--- config.mk ---
export PLATFORM = sky130hd
export DESIGN_NAME = instr_fetch
export DESIGN_NICKNAME = d
export VERILOG_FILES = /design/src/rtl/instr_fetch_pkg.sv /design/src/rtl/fetch_fifo.sv /design/src/rtl/instr_fetch.sv
export SDC_FILE = /design/constraint.sdc
export NUM_CORES = 1
export LEC_CHECK = 0
export ABC_CLOCK_PERIOD_IN_PS = 8260
export BUFFER_PORTS_ARGS = -buffer_cell sky130_fd_sc_hd__buf_2
export CORE_MARGIN = 8
export CORE_UTILIZATION = 45
export CTS_CLUSTER_SIZE = 25
export DETAILED_ROUTE_END_ITERATION = 6
export PLACE_DENSITY = 0.7
export SYNTH_ARGS = -nofsm -noshare
export SYNTH_HDL_FRONTEND = slang
export SYNTH_HIERARCHICAL = 1
export SYNTH_SLANG_ARGS = --single-unit
--- constraint.sdc ---
create_clock -name clk -period 8.26 [get_ports clk]
set_input_delay 1.652 -clock clk [delete_from_list [all_inputs] [get_ports clk]]
set_output_delay 1.652 -clock clk [all_outputs]
set_load 0.02 [all_outputs]
--- src/rtl/instr_fetch_pkg.sv ---
// Shared fetch-path definitions: machine width, instruction size, reset PC and
// the {pc, instr} record carried through the fetch buffer.
package instr_fetch_pkg;

   localparam int XLEN        = 32;
   localparam int INSTR_BYTES = 4;

   localparam logic [XLEN-1:0] DEFAULT_RESET_PC = 32'h0000_0000;

   typedef struct packed {
      logic [XLEN-1:0] pc;
      logic [XLEN-1:0] instr;
   } fetch_entry_t;

   function automatic logic [XLEN-1:0] next_pc(input logic [XLEN-1:0] pc);
      return pc + XLEN'(INSTR_BYTES);
   endfunction

   function automatic logic [XLEN-1:0] align_pc(input logic [XLEN-1:0] pc);
      return {pc[XLEN-1:2], 2'b00};
   endfunction

endpackage

--- src/rtl/fetch_fifo.sv ---
// Small circular buffer of fetched {pc, instr} entries with push, pop and flush.
// The head entry is presented combinationally so the consumer sees it with no added latency.
module fetch_fifo
   import instr_fetch_pkg::*;
#(
   parameter int DEPTH = 2
) (
   input  logic                       clk,
   input  logic                       reset,
   input  logic                       push,
   input  logic [XLEN-1:0]            push_pc,
   input  logic [XLEN-1:0]            push_instr,
   input  logic                       pop,
   input  logic                       flush,
   output logic [XLEN-1:0]            head_pc,
   output logic [XLEN-1:0]            head_instr,
   output logic [$clog2(DEPTH+1)-1:0] count,
   output logic                       full,
   output logic                       empty
);

   localparam int AW = (DEPTH > 1) ? $clog2(DEPTH) : 1;
   localparam int CW = $clog2(DEPTH + 1);

   fetch_entry_t   mem [DEPTH];
   logic [AW-1:0]  rd_ptr;
   logic [AW-1:0]  wr_ptr;
   logic           do_push;
   logic           do_pop;

   function automatic logic [AW-1:0] ptr_inc(input logic [AW-1:0] p);
      return (p == AW'(DEPTH - 1)) ? '0 : p + AW'(1);
   endfunction

   assign empty      = (count == '0);
   assign full       = (count == CW'(DEPTH));
   assign do_pop     = pop && !empty;
   assign do_push    = push && (!full || do_pop);
   assign head_pc    = mem[rd_ptr].pc;
   assign head_instr = mem[rd_ptr].instr;

   // NOTE: sequential state is updated with non-blocking assignments so every
   // register samples the pre-edge values, independent of statement order.
   always_ff @(posedge clk) begin
      if (reset || flush) begin
         rd_ptr <= '0;
         wr_ptr <= '0;
         count  <= '0;
      end else begin
         if (do_push) wr_ptr <= ptr_inc(wr_ptr);
         if (do_pop)  rd_ptr <= ptr_inc(rd_ptr);
         case ({do_push, do_pop})
            2'b10:   count <= count + CW'(1);
            2'b01:   count <= count - CW'(1);
            default: count <= count;
         endcase
      end
   end

   // NOTE: the storage array has no reset; pointers and count alone define
   // which entries are valid, so stale contents are never observed.
   always_ff @(posedge clk) begin
      if (do_push) mem[wr_ptr] <= '{pc: push_pc, instr: push_instr};
   end

endmodule

--- src/rtl/instr_fetch.sv ---
// Instruction fetch front end: issues sequential word fetches, buffers in-order
// responses with their PCs, and squashes stale responses after a redirect.
module instr_fetch
   import instr_fetch_pkg::*;
#(
   parameter logic [XLEN-1:0] RESET_PC = DEFAULT_RESET_PC,
   parameter int              DEPTH    = 2
) (
   input  logic            clk,
   input  logic            reset,
   output logic            imem_req_valid,
   input  logic            imem_req_ready,
   output logic [XLEN-1:0] imem_req_addr,
   input  logic            imem_rsp_valid,
   input  logic [XLEN-1:0] imem_rsp_data,
   input  logic            redirect_valid,
   input  logic [XLEN-1:0] redirect_pc,
   output logic            out_valid,
   input  logic            out_ready,
   output logic [XLEN-1:0] out_instr,
   output logic [XLEN-1:0] out_pc
);

   localparam int CW = $clog2(DEPTH + 1);

   logic [XLEN-1:0] fetch_pc;
   logic [XLEN-1:0] rsp_pc;
   logic [CW-1:0]   inflight;
   logic [CW-1:0]   inflight_next;
   logic [CW-1:0]   drop_cnt;
   logic [CW-1:0]   fifo_count;
   logic [CW:0]     occupancy;
   logic            fifo_full;
   logic            fifo_empty;
   logic            req_fire;
   logic            rsp_take;
   logic            keep;
   logic            pop;
   logic            unused;

   assign imem_req_addr = fetch_pc;
   assign out_valid     = !reset && !fifo_empty;
   assign pop           = out_valid && out_ready;

   // A slot freed by this cycle's pop may be reused, so back-to-back issue is sustained.
   assign occupancy      = {1'b0, inflight} + {1'b0, fifo_count} - (CW+1)'(pop);
   assign imem_req_valid = !reset && (occupancy < (CW+1)'(DEPTH));
   assign req_fire       = imem_req_valid && imem_req_ready;

   // Responses with nothing outstanding belong to pre-reset traffic and are ignored.
   assign rsp_take = imem_rsp_valid && (inflight != '0);
   assign keep     = rsp_take && (drop_cnt == '0) && !redirect_valid;

   assign unused = &{1'b0, fifo_full, redirect_pc[1:0]};

   // NOTE: every combinational output gets a default first, so no path can
   // leave it unassigned and infer a latch.
   always_comb begin
      inflight_next = inflight;
      case ({req_fire, rsp_take})
         2'b10:   inflight_next = inflight + CW'(1);
         2'b01:   inflight_next = inflight - CW'(1);
         default: inflight_next = inflight;
      endcase
   end

   always_ff @(posedge clk) begin
      if (reset) begin
         fetch_pc <= RESET_PC;
         rsp_pc   <= RESET_PC;
         inflight <= '0;
         drop_cnt <= '0;
      end else begin
         inflight <= inflight_next;
         if (redirect_valid) begin
            fetch_pc <= align_pc(redirect_pc);
            rsp_pc   <= align_pc(redirect_pc);
            drop_cnt <= inflight_next;
         end else begin
            if (req_fire) fetch_pc <= next_pc(fetch_pc);
            if (keep)     rsp_pc   <= next_pc(rsp_pc);
            if (rsp_take && (drop_cnt != '0)) drop_cnt <= drop_cnt - CW'(1);
         end
      end
   end

   fetch_fifo #(.DEPTH(DEPTH)) u_fifo (
      .clk        (clk),
      .reset      (reset),
      .push       (keep),
      .push_pc    (rsp_pc),
      .push_instr (imem_rsp_data),
      .pop        (pop),
      .flush      (redirect_valid),
      .head_pc    (out_pc),
      .head_instr (out_instr),
      .count      (fifo_count),
      .full       (fifo_full),
      .empty      (fifo_empty)
   );

endmodule

# Word level (Yosys, flattened, before mapping)
# Memory sizes are Yosys's and may differ from the RTL's. A register that Yosys moved wholly into a read port is not among the register bits.
# Index checks and enable logic that the tools add are counted.
dict set report word_totals {
  latch_bits 0
  regBits 72
  elab_cells 66
  rom_bits 0
  n_memories 1
  inputBits 70
  ramBits 128
  out_inout_bits 98
}
# memory depth word_bits read_ports rd_ports_with_merged_regs wr line_no
set mem_list {}
lappend mem_list {u_fifo.mem 2 64 1 1 1 fetch_fifo.sv:25} ;# fetch_entry_t mem [DEPTH];
dict set report classes {
  reduce_logical 25
  div_mod_pow 0
  n_addsub 11
  eq_ne 5
  magnitude_cmp 1
  muxes 14
  n_bitwise 0
  shifts 0
  multipliers 0
}
# operator n
set op_table {}
lappend op_table {{32-bit two-way mux} 4}
lappend op_table {{32-bit by 3-bit adder with 32-bit output, second input constant} 2}
lappend op_table {{2-bit nonzero test} 6}
lappend op_table {{1-bit logical AND} 10}
lappend op_table {{2-bit one-hot mux with 2 select lines} 2}
lappend op_table {{2-bit == test, second input constant} 3}
lappend op_table {{1-bit two-way mux} 6}
lappend op_table {{2-bit by 1-bit subtractor with 2-bit output, second input constant} 3}
lappend op_table {{2-bit by 1-bit adder with 2-bit output, second input constant} 2}
lappend op_table {{2-bit by 1-bit == test with 1-bit output, second input constant} 2}
lappend op_table {{1-bit logical NOT} 4}
lappend op_table {{2-bit logical NOT} 2}
lappend op_table {{2-bit two-way mux} 2}
lappend op_table {{2-bit by 2-bit adder with 3-bit output} 1}
lappend op_table {{3-bit by 2-bit < comparator with 1-bit output, second input constant} 1}
lappend op_table {{3-bit by 1-bit subtractor with 3-bit output} 1}
lappend op_table {{1-bit adder, second input constant} 2}
lappend op_table {{1-bit logical OR} 2}
lappend op_table {{2-bit OR reduction} 1}

# Logic depth before layout (Yosys ltp)
dict set report logic_depth {
  ltp_word 11
  mapped_depth 14
}

# Cells and area by module
# Netlist, hierarchy kept.
# module area_each_um2 cells_each instances
set by_module_without_submodules {}
lappend by_module_without_submodules {fetch_fifo 4895.9 229 1}
lappend by_module_without_submodules {instr_fetch 3897.5 483 1}

# Worst setup path after synthesis
# OpenSTA, ideal clock, no wires.
dict set report synth_path {
  path_kind {in2reg}
  from {in reset}
  to {mem u_fifo/mem[0][0] (netlist name) (enable)}
  path_buffers 2
  stages 6
  slack_ps 2321
  required_time_ps 7774
  arrival_ps 5453
  path_cell_list {clkbuf_1 buf_1 nor2_1 and2_1 o21ai_2 nor2_1}
}
dict set report synth_between {
  elab_chain_cells 8
}
# item line_no
set synth_rtl {}
lappend synth_rtl {{from (decl)} instr_fetch.sv:10} ;# input logic reset,
lappend synth_rtl {{1-bit logical NOT} instr_fetch.sv:42} ;# assign out_valid = !reset && !fifo_empty;
lappend synth_rtl {{1-bit logical AND} instr_fetch.sv:42}
lappend synth_rtl {{named net out_valid} instr_fetch.sv:18} ;# output logic out_valid,
lappend synth_rtl {{1-bit logical AND} instr_fetch.sv:43} ;# assign pop = out_valid && out_ready;
lappend synth_rtl {{named net pop} instr_fetch.sv:38} ;# logic pop;
lappend synth_rtl {{1-bit logical AND} fetch_fifo.sv:37} ;# assign do_pop = pop && !empty;
lappend synth_rtl {{1-bit logical OR} fetch_fifo.sv:38} ;# assign do_push = push && (!full || do_pop);
lappend synth_rtl {{1-bit logical AND} fetch_fifo.sv:38}
lappend synth_rtl {{1-bit two-way mux} fetch_fifo.sv:63} ;# if (do_push) mem[wr_ptr] <= '{pc: push_pc, instr: push_instr};
lappend synth_rtl {{1-bit two-way mux (implied by the code)} fetch_fifo.sv:63}
lappend synth_rtl {{to (decl)} fetch_fifo.sv:25}
# The timed path passes the listed nets, and every way through them passes these cells.

# Final worst setup path
dict set report layout_path {
  from {in reset}
  to {out imem_req_valid}
}
dict set report layout_between {
  elab_chain_cells 6
}
# item line_no
set layout_rtl {}
lappend layout_rtl {{1-bit logical NOT} instr_fetch.sv:42}
lappend layout_rtl {{1-bit logical AND} instr_fetch.sv:42}
lappend layout_rtl {{1-bit logical AND} instr_fetch.sv:43}
lappend layout_rtl {{named net pop} instr_fetch.sv:38}
lappend layout_rtl {{3-bit by 1-bit subtractor with 3-bit output} instr_fetch.sv:46} ;# assign occupancy = {1'b0, inflight} + {1'b0, fifo_count} - (CW+1)'(pop);
lappend layout_rtl {{3-bit by 2-bit < comparator with 1-bit output} instr_fetch.sv:47} ;# assign imem_req_valid = !reset && (occupancy < (CW+1)'(DEPTH));
lappend layout_rtl {{1-bit logical AND} instr_fetch.sv:47}
lappend layout_rtl {{to (decl)} instr_fetch.sv:11} ;# output logic imem_req_valid,
# The timed path passes the listed nets, and every way through them passes these cells.

==> impl_metrics.json <==
{
  "rrSetupSlack_ps": 4300,
  "fin_crit_sh_pct": 66.3,
  "cp.arrival_ps": 3820,
  "ioPinCount": 168,
  "required_ps": 6610,
  "grt_usage_pct": 16.7,
  "port-buffer-count": 163,
  "crit_buf_inv": 2,
  "path_max_fanout": 6,
  "drv_cap": 0,
  "dpl.cell_count": 1112,
  "wl_um": 20400,
  "end_kind": "output pin",
  "clock_path_buffers": 2,
  "wl_per_cell_um": 17.8,
  "hold_viol_final": 0,
  "syn_area_per_cell_um2": 12.4,
  "finalCriticalPeriod_ps": 5470,
  "timing.rr.end": "imem_req_addr[27]",
  "cp-start-kind": "input pin",
  "postCtsSetupBuffers": 0,
  "grt_pass1_wl_um": 31700,
  "final_net_count": 943,
  "setup_viol": 0,
  "grt_pass1_vias": 6054,
  "peakVddDrop_mv": 0.130,
  "slowest_delay_ps": 420,
  "dpl.hpwl_um": 14100,
  "hp-class": "flop to flop",
  "antenna_found_initial": 1,
  "num_antenna_cells": 0,
  "core.rowCount": 51,
  "synthToLayoutAreaGrowth_pct": 18.0,
  "cpMaxStageDelayCell": "fa_1",
  "critical_path.top_delay_family": "simple AND/OR/NAND/NOR gates",
  "cts-resized-gates": 0,
  "fin_setup_tns_ps": 0,
  "outcome": "finished, final reports clean",
  "path_depth": 10,
  "crit_type": "input pin to output pin",
  "ctsHoldBuffers": 0,
  "rr_startpoint": "u_fifo/count[1]",
  "fp.dieArea_um2": 24300,
  "place.gp.congestion": 0.800,
  "synthCells": 711,
  "synthesis.area_um2": 8790,
  "cts_made_buffers": 17,
  "fmax_mhz": 183,
  "grt_start_max_net_pins": 66,
  "drive_gt1_share_pct": 31.6,
  "drtPass1Iterations": 5,
  "timing.critical_path.from": "reset",
  "antenna_left": 0,
  "multi_input_area_um2": 3280,
  "drc": 0,
  "fill_cells": 1702,
  "rr_worst_depth": 10,
  "crit_path_cell_trace": "buf_2 -> nor2_1 -> and2_1 -> ha_1 -> nand2b_1 -> fa_1 -> xor2_1 -> nand2_1 -> nor2_1 -> buf_2",
  "regArea_um2": 5230,
  "worstHoldPathCells": 0,
  "vias_per_cell": 5.55,
  "crit_path_end": "imem_req_valid",
  "die_x_um": 156,
  "coreArea_um2": 19300,
  "clock-sinks": 197,
  "stdcell_count": 1144,
  "drtIter0Drc": 462,
  "die_height_um": 156,
  "slew_headroom_pct": 41.7,
  "grt_overflow_total": 0,
  "worst-slew-pin-transition_ps": 875,
  "drv_slew": 0,
  "p_leak_nw": 3.76,
  "clkLatencyLatePin_ps": 420,
  "fin_skew_ps": 12.7,
  "synth_warnings": 6,
  "clkTransAtPathRegs_ps": 60,
  "power.density_nw_per_um2": 215,
  "rsz0062_at_grt": "false",
  "cts-root-buf": "clkbuf_16",
  "num_vias": 6354,
  "cts-htree-levels": 4,
  "cts_tree": "yes",
  "initial_core_util_pct": 45.5
}
==> how the worst min path moves through the flow <==
stage | start | to
3_3_place_gp | rsp_pc[12] | u_fifo/mem[0][44]
3_5_place_dp | rsp_pc[12] | u_fifo/mem[0][44]
4_1_cts | rsp_pc[12] | u_fifo/mem[1][44]
2_1_floorplan | rsp_pc[4] | u_fifo/mem[0][36]
6_report | rsp_pc[12] | u_fifo/mem[1][44]
5_1_grt | rsp_pc[12] | u_fifo/mem[0][44]
==> cell usage in the layout (no fill, tap or decap), types with 18 or more instances in the layout <==
master / n
a21oi_1: 26
buf_2: 163
clkbuf_16: 18
dfxtp_1: 68
edfxtp_1: 128
inv_1: 29
mux2_2: 64
nand2_1: 37
nand4_1: 26
nor2_1: 25
==> report_power, final <==
part | total [W] | leakage [nW] | switching [W] | internal [W]
Combinational | 0.000292 | 1.74 | 0.000181 | 0.000112
Sequential | 0.00116 | 1.74 | 0.0000467 | 0.00111
Clock | 0.000783 | 0.285 | 0.000349 | 0.000434
Total | 0.00223 | 3.76 | 0.000576 | 0.00166
==> registers in the layout, indices dropped and copies added (netlist names), named ones only <==
signal and flops:
imem_req_addr 30, inflight 2, drop_cnt 2, u_fifo/count 2, u_fifo/rd_ptr 1, rsp_pc 30
u_fifo/mem 128, u_fifo/wr_ptr 1
==> per-layer routing <==
metal / GRT usage [%] / routed length (um) / vias to the layer above
li1: - / - / 3051
met4: 4.81 / 239 / 2
met2: 26.2 / 9310 / 226
met3: 4.79 / 1460 / 18
met1: 22.1 / 9340 / 3057
met5: 0 / 12 / -
==> worst register-to-register path, stage by stage, from the launching register on <==
cell,delay (ps)
dfxtp_1,490
nor2_1,130
nor2_1,130
and2_1,320
ha_1,290
nand2b_1,150
fa_1,420
xor2_1,380
nand4_1,700
or4_1,720
and3_1,150
==> final cells by class <==
cell class / count / share of cell area, %
Clock buffer: 23 / 4.85
Clock inverter: 9 / 0.627
Sequential cell: 197 / 50.4
Timing Repair Buffer: 169 / 8.30
Multi-Input combinational cell: 452 / 31.6
Inverter: 29 / 1.05
Tap cell: 265 / 3.20
==> metrics by stage <==
| step | hold WS (ps) | cell area (um2) | utilization, % | worst slack [ps] | total power [W] |
|---|---|---|---|---|---|
| after floorplan | 424 | 8810 | - | 2320 | 0.00137 |
| after detailed placement | 505 | 9810 | 50.7 | 2800 | 0.00147 |
| after CTS | 516 | 10400 | 53.7 | 2790 | 0.00226 |
| final | 511 | 10400 | 53.7 | 2790 | 0.00223 |
| after global placement | 479 | 9810 | 50.7 | 2840 | 0.00146 |
| after global routing | 533 | 10400 | 53.7 | 2610 | 0.00232 |
No activity file was read; power rests on OpenSTA's default activity.
